--- config.mk ---
export PLATFORM = sky130hd
export DESIGN_NAME = wasm_loader_v2
export DESIGN_NICKNAME = d
export VERILOG_FILES = /design/src/rtl/wasm_loader_v2.sv
export SDC_FILE = /design/constraint.sdc
export NUM_CORES = 2
export LEC_CHECK = 0
export ABC_AREA = 1
export CAP_MARGIN = 30
export CORE_ASPECT_RATIO = 0.6
export CORE_MARGIN = 5
export CORE_UTILIZATION = 35
export CTS_BUF_LIST = sky130_fd_sc_hd__clkbuf_8 sky130_fd_sc_hd__clkbuf_16
export DETAILED_ROUTE_END_ITERATION = 10
export PLACE_DENSITY = 0.6
export SKIP_LAST_GASP = 1
export SLEW_MARGIN = 0
export SYNTH_ARGS = -nofsm -noshare
export SYNTH_HDL_FRONTEND = slang
export SYNTH_SLANG_ARGS = --single-unit
--- constraint.sdc ---
create_clock -name clk -period 31 [get_ports clk]
set_input_delay 6.2 -clock clk [delete_from_list [all_inputs] [get_ports clk]]
set_output_delay 6.2 -clock clk [all_outputs]
set_load 0.005 [all_outputs]
--- src/rtl/wasm_loader_v2.sv ---
// Boot-time WASM module walker: magic check, LEB128 section walk,
// per-function table of body address and local count.
module wasm_loader_v2 #(
  parameter int unsigned ADDR_W = 32,
  parameter logic [ADDR_W-1:0] CODE_BASE = 'h30,
  parameter int unsigned PTR_BYTES = 1,
  parameter int unsigned MAX_FUNCS = 16,
  parameter int unsigned LOCALS_W = 8,
  localparam int unsigned FIDX_W = $clog2(MAX_FUNCS)
) (
  input  logic              clk,
  input  logic              rst,
  output logic [ADDR_W-1:0] addr,
  output logic              memory_read_en,
  input  logic [7:0]        data_out,
  input  logic              memory_ready,
  output logic              rom_mapped,
  output logic [ADDR_W-1:0] first_instruction,
  output logic              entry_valid,
  output logic [FIDX_W:0]   func_count,
  output logic              error,
  output logic [2:0]        err_code,
  input  logic [FIDX_W-1:0] tbl_idx,
  output logic [ADDR_W-1:0] tbl_addr,
  output logic [LOCALS_W-1:0] tbl_locals
);

  typedef enum logic [3:0] {
    S_PTR, S_MAGIC, S_SEC_ID, S_SEC_LEN, S_SKIP, S_IMPORT, S_START,
    S_CODE_CNT, S_FN_LEN, S_FN_NLB, S_FN_LCNT, S_FN_LTYPE, S_FN_NEXT,
    S_DONE, S_ERROR
  } state_t;

  localparam logic [ADDR_W-1:0]   ONE_A = 1;
  localparam logic [FIDX_W:0]     ONE_F = 1;
  localparam logic [LOCALS_W-1:0] LMAX  = '1;

  state_t state_q, state_d;
  logic rd_q, rd_d, leb_done_q, leb_done_d;
  logic [ADDR_W-1:0] cur_q, cur_d, sec_end_q, sec_end_d;
  logic [ADDR_W-1:0] body_end_q, body_end_d, body_addr_q, body_addr_d;
  logic [ADDR_W-1:0] first_q, first_d;
  logic [31:0] acc_q, acc_d, nlb_q, nlb_d, sidx_q, sidx_d;
  logic [2:0] n_q, n_d, code_q, code_d, ecode;
  logic [7:0] sec_id_q, sec_id_d;
  logic [FIDX_W:0] nfn_q, nfn_d, fi_q, fi_d;
  logic [LOCALS_W-1:0] loc_q, loc_d;
  logic seen_q, seen_d, rom_q, rom_d, ev_q, ev_d, err_q, err_d;
  logic consume, is_leb, need, err_now, tbl_we;
  logic [4:0] sh;
  logic [32:0] sum;
  logic [ADDR_W-1:0] tbl_a_q [MAX_FUNCS];
  logic [LOCALS_W-1:0] tbl_l_q [MAX_FUNCS];

  function automatic logic [7:0] magic_byte(input logic [2:0] i);
    case (i)
      3'd1: return 8'h61;
      3'd2: return 8'h73;
      3'd3: return 8'h6D;
      3'd4: return 8'h01;
      default: return 8'h00;
    endcase
  endfunction

  always_comb begin
    state_d = state_q; rd_d = rd_q; leb_done_d = leb_done_q;
    cur_d = cur_q; sec_end_d = sec_end_q; body_end_d = body_end_q;
    body_addr_d = body_addr_q; first_d = first_q;
    acc_d = acc_q; nlb_d = nlb_q; sidx_d = sidx_q;
    n_d = n_q; code_d = code_q; sec_id_d = sec_id_q;
    nfn_d = nfn_q; fi_d = fi_q; loc_d = loc_q;
    seen_d = seen_q; rom_d = rom_q; ev_d = ev_q; err_d = err_q;
    ecode = 3'd0; err_now = 1'b0; tbl_we = 1'b0;
    is_leb = 1'b0; need = 1'b0;
    sh = {2'b00, n_q} * 5'd7;
    sum = {1'b0, acc_q} + 33'(loc_q);
    consume = rd_q & memory_ready;
    unique case (state_q)
      S_PTR, S_MAGIC, S_SEC_ID, S_FN_LTYPE: need = 1'b1;
      S_SEC_LEN, S_IMPORT, S_START, S_CODE_CNT,
      S_FN_LEN, S_FN_NLB, S_FN_LCNT: begin
        is_leb = 1'b1;
        need = !leb_done_q;
      end
      default: ;
    endcase
    if (consume) cur_d = cur_q + ONE_A;
    if (consume && is_leb) begin
      acc_d = acc_q | (32'(data_out[6:0]) << sh);
      n_d = n_q + 3'd1;
      if (!data_out[7]) leb_done_d = 1'b1;
      else if (n_q == 3'd4) begin
        err_now = 1'b1; ecode = 3'd2;
      end
    end
    if (is_leb && leb_done_q) begin
      leb_done_d = 1'b0; acc_d = '0; n_d = '0;
    end
    unique case (state_q)
      S_PTR: if (consume) begin
        acc_d = acc_q | (32'(data_out) << {n_q, 3'b000});
        n_d = n_q + 3'd1;
        if (n_q == 3'(PTR_BYTES - 1)) begin
          cur_d = ADDR_W'(acc_d);
          acc_d = '0; n_d = '0; state_d = S_MAGIC;
        end
      end
      S_MAGIC: if (consume) begin
        n_d = n_q + 3'd1;
        if (data_out != magic_byte(n_q)) begin
          err_now = 1'b1; ecode = 3'd1;
        end else if (n_q == 3'd7) begin
          n_d = '0; state_d = S_SEC_ID;
        end
      end
      S_SEC_ID: if (consume) begin
        if (data_out != 8'h00) begin
          sec_id_d = data_out; state_d = S_SEC_LEN;
        end else if (seen_q && sidx_q >= 32'(fi_q)) begin
          err_now = 1'b1; ecode = 3'd4;
        end else begin
          state_d = S_DONE; rom_d = 1'b1; ev_d = seen_q;
          first_d = seen_q ? tbl_a_q[sidx_q[FIDX_W-1:0]] : '0;
        end
      end
      S_SEC_LEN: if (leb_done_q) begin
        sec_end_d = cur_q + ADDR_W'(acc_q);
        unique case (sec_id_q)
          8'd2: state_d = S_IMPORT;
          8'd8: state_d = S_START;
          8'd10: state_d = S_CODE_CNT;
          default: state_d = S_SKIP;
        endcase
      end
      S_SKIP: begin
        cur_d = sec_end_q; state_d = S_SEC_ID;
      end
      S_IMPORT: if (leb_done_q) begin
        if (acc_q != '0) begin
          err_now = 1'b1; ecode = 3'd6;
        end else begin
          cur_d = sec_end_q; state_d = S_SEC_ID;
        end
      end
      S_START: if (leb_done_q) begin
        sidx_d = acc_q; seen_d = 1'b1;
        cur_d = sec_end_q; state_d = S_SEC_ID;
      end
      S_CODE_CNT: if (leb_done_q) begin
        nfn_d = (FIDX_W+1)'(acc_q); fi_d = '0;
        if (acc_q > 32'(MAX_FUNCS)) begin
          err_now = 1'b1; ecode = 3'd3;
        end else if (acc_q != '0) state_d = S_FN_LEN;
        else if (cur_q != sec_end_q) begin
          err_now = 1'b1; ecode = 3'd5;
        end else state_d = S_SEC_ID;
      end
      S_FN_LEN: if (leb_done_q) begin
        body_end_d = cur_q + ADDR_W'(acc_q); state_d = S_FN_NLB;
      end
      S_FN_NLB: if (leb_done_q) begin
        nlb_d = acc_q; loc_d = '0; body_addr_d = cur_q;
        state_d = (acc_q == '0) ? S_FN_NEXT : S_FN_LCNT;
      end
      S_FN_LCNT: if (leb_done_q) begin
        loc_d = (sum > 33'(LMAX)) ? LMAX : LOCALS_W'(sum);
        state_d = S_FN_LTYPE;
      end
      S_FN_LTYPE: if (consume) begin
        nlb_d = nlb_q - 32'd1;
        if (nlb_q == 32'd1) begin
          body_addr_d = cur_q + ONE_A; state_d = S_FN_NEXT;
        end else state_d = S_FN_LCNT;
      end
      S_FN_NEXT: begin
        tbl_we = 1'b1; cur_d = body_end_q; fi_d = fi_q + ONE_F;
        if (fi_q + ONE_F != nfn_q) state_d = S_FN_LEN;
        else if (body_end_q != sec_end_q) begin
          err_now = 1'b1; ecode = 3'd5;
        end else state_d = S_SEC_ID;
      end
      default: ;
    endcase
    rd_d = rd_q ? !memory_ready : need;
    if (err_now) begin
      state_d = S_ERROR; err_d = 1'b1; code_d = ecode; rd_d = 1'b0;
    end
  end

  always_ff @(posedge clk or posedge rst) begin
    if (rst) begin
      state_q <= S_PTR; rd_q <= 1'b0; leb_done_q <= 1'b0;
      cur_q <= CODE_BASE; sec_end_q <= '0; body_end_q <= '0;
      body_addr_q <= '0; first_q <= '0;
      acc_q <= '0; nlb_q <= '0; sidx_q <= '0;
      n_q <= '0; code_q <= '0; sec_id_q <= '0;
      nfn_q <= '0; fi_q <= '0; loc_q <= '0;
      seen_q <= 1'b0; rom_q <= 1'b0; ev_q <= 1'b0; err_q <= 1'b0;
    end else begin
      state_q <= state_d; rd_q <= rd_d; leb_done_q <= leb_done_d;
      cur_q <= cur_d; sec_end_q <= sec_end_d; body_end_q <= body_end_d;
      body_addr_q <= body_addr_d; first_q <= first_d;
      acc_q <= acc_d; nlb_q <= nlb_d; sidx_q <= sidx_d;
      n_q <= n_d; code_q <= code_d; sec_id_q <= sec_id_d;
      nfn_q <= nfn_d; fi_q <= fi_d; loc_q <= loc_d;
      seen_q <= seen_d; rom_q <= rom_d; ev_q <= ev_d; err_q <= err_d;
    end
  end

  always_ff @(posedge clk or posedge rst) begin
    if (rst) begin
      for (int i = 0; i < MAX_FUNCS; i++) begin
        tbl_a_q[i] <= '0;
        tbl_l_q[i] <= '0;
      end
    end else if (tbl_we) begin
      tbl_a_q[fi_q[FIDX_W-1:0]] <= body_addr_q;
      tbl_l_q[fi_q[FIDX_W-1:0]] <= loc_q;
    end
  end

  // Entries past the recorded count read as zero
  assign tbl_addr = ({1'b0, tbl_idx} < fi_q) ? tbl_a_q[tbl_idx] : '0;
  assign tbl_locals = ({1'b0, tbl_idx} < fi_q) ? tbl_l_q[tbl_idx] : '0;
  assign addr = rd_q ? cur_q : '0;
  assign memory_read_en = rd_q;
  assign rom_mapped = rom_q;
  assign first_instruction = first_q;
  assign entry_valid = ev_q;
  assign func_count = fi_q;
  assign error = err_q;
  assign err_code = code_q;

endmodule
---- Word-level counts from Yosys, hierarchy flattened ----
Cells that the tools add are included.
W data, S select, Z words.
storage, ports and cells
  bits in latches ......................... 0
  flip-flop bits (word level) ............. 938
  output and inout bits ................... 116
  bits in read-only memories .............. 0
  input port bits ......................... 15
  memories kept ........................... 0
  RAM bits ................................ 0
  logic and storage cells ................. 282
cells by class
  shift operators ......................... 2
  muxes and demuxes ....................... 124
  reduce and logical (&&, ||, !) cells .... 30
  divide/modulo/power cells ............... 0
  bitwise logic cells ..................... 8
  eq/ne operators ......................... 50
  multiply operators ...................... 1
  add/sub/neg operators ................... 6
  magnitude comparators ................... 8
operators by type and width
  operator                 number
  $mux W32                 24
  $bwmux W512              1
  $bmux W32 S4             2
  $pmux W32 S5             1
  $bwmux W128              1
  $demux W32 S4            1
  $pmux W32 S2             2
  $mux W4                  23
  $mux W8                  9
  $mux W3                  22
  $ne A32 B32 Y1           2
  $or A32 B32 Y32          2
  $pmux W4 S13             1
  $ne A3 B3 Y1 const B     16
  $add A32 B8 Y33          1
  $gt A33 B8 Y1 const B    1
  $add A32 B1 Y32 const B  1
  $add A32 B32 Y32         1
  $bmux W8 S4              1
  $demux W8 S4             1
  $eq A32 B1 Y1 const B    1
  $ge A32 B5 Y1            1
  $gt A32 B5 Y1 const B    1
  $logic_not A32 Y1        1
  51 further kinds         112

---- Depth between registers and ports, before layout ----
  depth in word-level cells ............... 12
  depth in mapped cells ................... 18
  mapped depth without buffers ............ 18

---- Worst setup path after synthesis ----
No wires, ideal clock.
  path kind ............................... input -> output
  from .................................... input tbl_idx[0]
  to ...................................... output tbl_addr[14]
  required time ........................... 24.800 ns
  path buffers ............................ 3
  setup slack ............................. 17.204 ns
  arrival ................................. 7.596 ns
  stages on the path ...................... 8
  cells stage by stage .................... buf_2 -> clkinv_1 -> clkbuf_1 -> clkbuf_1 -> nand2_1 -> a221oi_1 -> nor3_1 -> a311oi_1
on the way
  cells in the longest elaborated chain, start to end .. 5
  elaborated cells on any way between the ends .. 6
  classes of those cells .................. 1 x order compare; 4 x mux; 1 x bitwise
ends and longest elaborated chain
  item                                          RTL line  RTL
  from (decl)                                   23        input logic [FIDX_W-1:0] tbl_idx,
  $not A4 Y5 (implied by the code)              223       assign tbl_addr = ({1'b0, tbl_idx} < fi_q) ? tbl_a_q[tbl_idx] : '0;
  $bmux W32 S4                                  223
  $mux W32 (implied by the code) (2 in series)  223
  $mux W32 (*)                                  223
  to (decl)                                     24        output logic [ADDR_W-1:0] tbl_addr,
Every way passes the cells marked *; elsewhere a longest branch is shown, timed or not. The select of a mux whose other input is x is not followed.

---- Final worst setup path ----
  from .................................... input tbl_idx[0]
  to ...................................... output tbl_locals[7]
on the way
  cells in the longest elaborated chain, start to end .. 5
  elaborated cells on any way between the ends .. 6
  classes of those cells .................. 1 x order compare; 4 x mux; 1 x bitwise
ends and longest elaborated chain
  item                                         RTL line  RTL
  $not A4 Y5 (implied by the code)             224       assign tbl_locals = ({1'b0, tbl_idx} < fi_q) ? tbl_l_q[tbl_idx] : '0;
  $bmux W8 S4                                  224
  $mux W8 (implied by the code) (2 in series)  224
  $mux W8 (*)                                  224
  to (decl)                                    25        output logic [LOCALS_W-1:0] tbl_locals
Marked as above.

==> key figures <==
Final layout
  – Area of the multi-input gates: 0.0262 sq mm
  – Final core occ: 39.2%
  – Fillers: 15550
  – Reg area: 0.0235 sq mm
  – Nets: 7023
  – Non-filler cells, final: 9054
  – Post-route cell area: 0.0598 sq mm
  – Share of layout cells above drive strength 1: 5.33%
  – Area grow syn2layout: 11.7%

Floorplanning
  – Full die area: 0.161 sq mm
  – Die W: 515 um
  – Die Y: 313 um
  – Core Area: 0.152 sq mm
  – Initial Util: 35.1%
  – I/O pin total: 131
  – Row Count: 111

Clocking
  – Skew-Pair Late Insertion Delay: 0.74 ns
  – Setup Fix Bufs, Post-CTS: 0
  – Post-cts repair resize count: 0
  – Clk slew on worst S/H paths: 0.06 ns
  – Root buffer cell: clkbuf_16
  – CTS tree: built
  – H-tree depth: 3
  – Hold-fix buffers, CTS: 0
  – Clk buf depth: 3
  – CTS Buf Count: 98
  – CTS sink cnt: 938

Detailed routing
  – DRC viols: 0
  – 1st-pass router iterations: 8
  – Initial drt markers: 8135
  – Via Count: 52131
  – Routed WL per cell: 23.4 um
  – Vias per cell: 5.76
  – Antenna Nets Post-Route: 0
  – DRT Wirelength: 212000 um

Timing
  – Final WS setup: 13.73 ns
  – Relative slew slack: 29.0%
  – Hold Violations, Final: 0
  – Setup TNS: 0 ns
  – Setup violators final: 0
  – Least-Margin Pin Slew: 1.06 ns
  – Fin. max-slew vios: 0
  – Max Freq: 57.9 MHz
  – Final worst path period need: 17.27 ns
  – Worst hold margin: 0.482 ns
  – Fin crit share: 55.7%
  – Clock Skews: 0.0328 ns
  – RSZ-0062 raised after global routing: no

Yosys
  – Syn nets: 7237
  – #FFs+latches synth: 938
  – Mapped Area: 0.0535 sq mm
  – Top-area cell type share of the netlist area: 43.8%
  – Synth cell types: 68
  – Yosys warns: 0
  – Mapped Cells: 7156
  – Number of synthesized flops with an enable pin: 0
  – Post-synthesis sequential area ratio: 43.9%
  – Mapped Avg Cell Area: 7.48 sq um
  – Count leader, synth: nand2_1
  – Primary FF master, synth: dfrtp_1
  – Synth top cells by count: nand2_1, o21ai_0, dfrtp_1, a21oi_1, nor2_1
  – Ys async rst share: 100%
  – Top area cells in the synthesized netlist: dfrtp_1, nand2_1, o21ai_0
  – Yosys top cell by area: dfrtp_1

GRT
  – Largest net degree at the start of global routing: 196
  – First-pass GRT wire length: 316000 um
  – Total GRT Usage: 25.5%
  – Vias in the first global route: 47265
  – Total gr overflow: 0
  – Antenna violations before repair: 11

Placed design
  – Number of port buffers: 130
  – Placed insts: 8872
  – Pre-CTS setup slack: 13.97 ns
  – DP Wirelength: 136000 um
  – Placed Area: 0.0562 sq mm
  – Routability Congestion: 0.990

Critical path
  – Arrival time at the worst endpoint: 11.07 ns
  – R2R cell count: 15
  – Worst setup SP type: input pin
  – CP Class: input pin to output pin
  – Worst EP required: 24.80 ns
  – Slowest stage delay, CP: 0.83 ns
  – CP Capture Type: output pin
  – CP cell instances: buf_8 -> inv_8 -> buf_4 -> buf_12 -> nand2_1 -> a221oi_1 -> nor3_1 -> a211oi_1 -> clkdlybuf4s50_1
  – Max FO, Critical Path: 189
  – Slowest cell on crit path: a211oi_1

Pwr
  – Tot Pwr: 2.64 mW
  – Static Leak: 26.0 nW
  – Max VDD drop: 0.0408 mV
  – PD cells: 44.1 mW/mm^2

Min path
  – HP Class: flip-flop to flip-flop
  – Hold depth: 2

Status
  – Status: finished clean

Flow run
  – Max-Cap Viols: 0
[report_power, final]
group,leakage (nW),internal [mW],switching [mW]
Sequential,12.7,1.22,0
Combinational,11.5,0.0268,0.0817
Clock,1.77,0.762,0.541
[worst paths after layout]
kind	startpoint	endpoint	slack [ns]
max	tbl_idx[0]	tbl_locals[7]	13.73
min	tbl_l_q[110]	tbl_l_q[110]	0.48
max reg2reg	sidx_q[0]	state_q[3]	26.88
min reg2reg	tbl_l_q[110]	tbl_l_q[110]	0.48
max in group asynchronous	rst	first_instruction[3]	21.78
min in group asynchronous	rst	sec_id_q[6]	5.87
[state kept, by name (all words and copies together) (netlist names), 3 cells and up]
name,count
sidx_q,32
func_count,5
first_instruction,32
nfn_q,5
acc_q,32
nlb_q,32
err_code,3
sec_end_q,32
tbl_a_q,512
n_q,3
loc_q,8
body_end_q,32
cur_q,32
body_addr_q,32
sec_id_q,8
state_q,4
tbl_l_q,128
[layout by cell type (no fill, tap or decap), types with 9 or more instances in the layout]
cell and count:
nand2_1 1786, o21ai_0 1228, dfrtp_1 932, a21oi_1 494, nor2_1 488, inv_1 459
nand3_1 264, clkdlybuf4s50_1 126, clkbuf_16 99, o22ai_1 95, a221oi_1 81, o211ai_1 79
buf_4 74, xor2_1 68, ha_1 62, nand4_1 60, o221ai_1 59, nor3_1 56
xnor2_1 54, mux2i_1 46, a31oi_1 27, o21ai_1 27, nor2_2 26, o31ai_1 26
o32ai_1 25, or2_2 21, clkbuf_8 21, inv_2 18, a311oi_1 18, bufinv_16 16
clkinv_2 13, nor4_1 10, nand3b_1 10, nor2_4 9
[metal layers]
layer  wire length, um  track usage (%)  vias to the layer above
met2             81400             33.9                     3006
met1             99700             40.2                    25003
met3             25900             7.15                      325
met5                12                0                        -
met4              4700             5.65                        2
li1                  -                -                    23795
[cells by family after synthesis]
family	Yosys count	synth area share (%)
XOR/XNOR	122	2.00
flip-flops	938	43.9
buffers and inverters	1002	7.30
adder cells (fa/ha/maj)	66	1.60
AO/OA/AOI/OAI	2213	23.1
AND/OR/NAND/NOR	2768	21.2
multiplexers	47	0.882
[layout make-up]
type,instances,area share [%]
sequential,938,39.3
inverter,469,2.98
tap,2034,4.26
antenna,2,0.00838
clock inverter,57,1.20
multi-input combinational,5216,43.9
clock buffer,119,4.61
timing repair buffer,219,3.72
[worst max-delay path, delay by kind of cell]
| family | cells | cell delay, ns |
|---|---|---|
| buf+inv | 5 | 2.97 |
| simple gates | 2 | 0.22 |
| compound gates | 2 | 1.38 |
(Power assumes the default switching activity.)
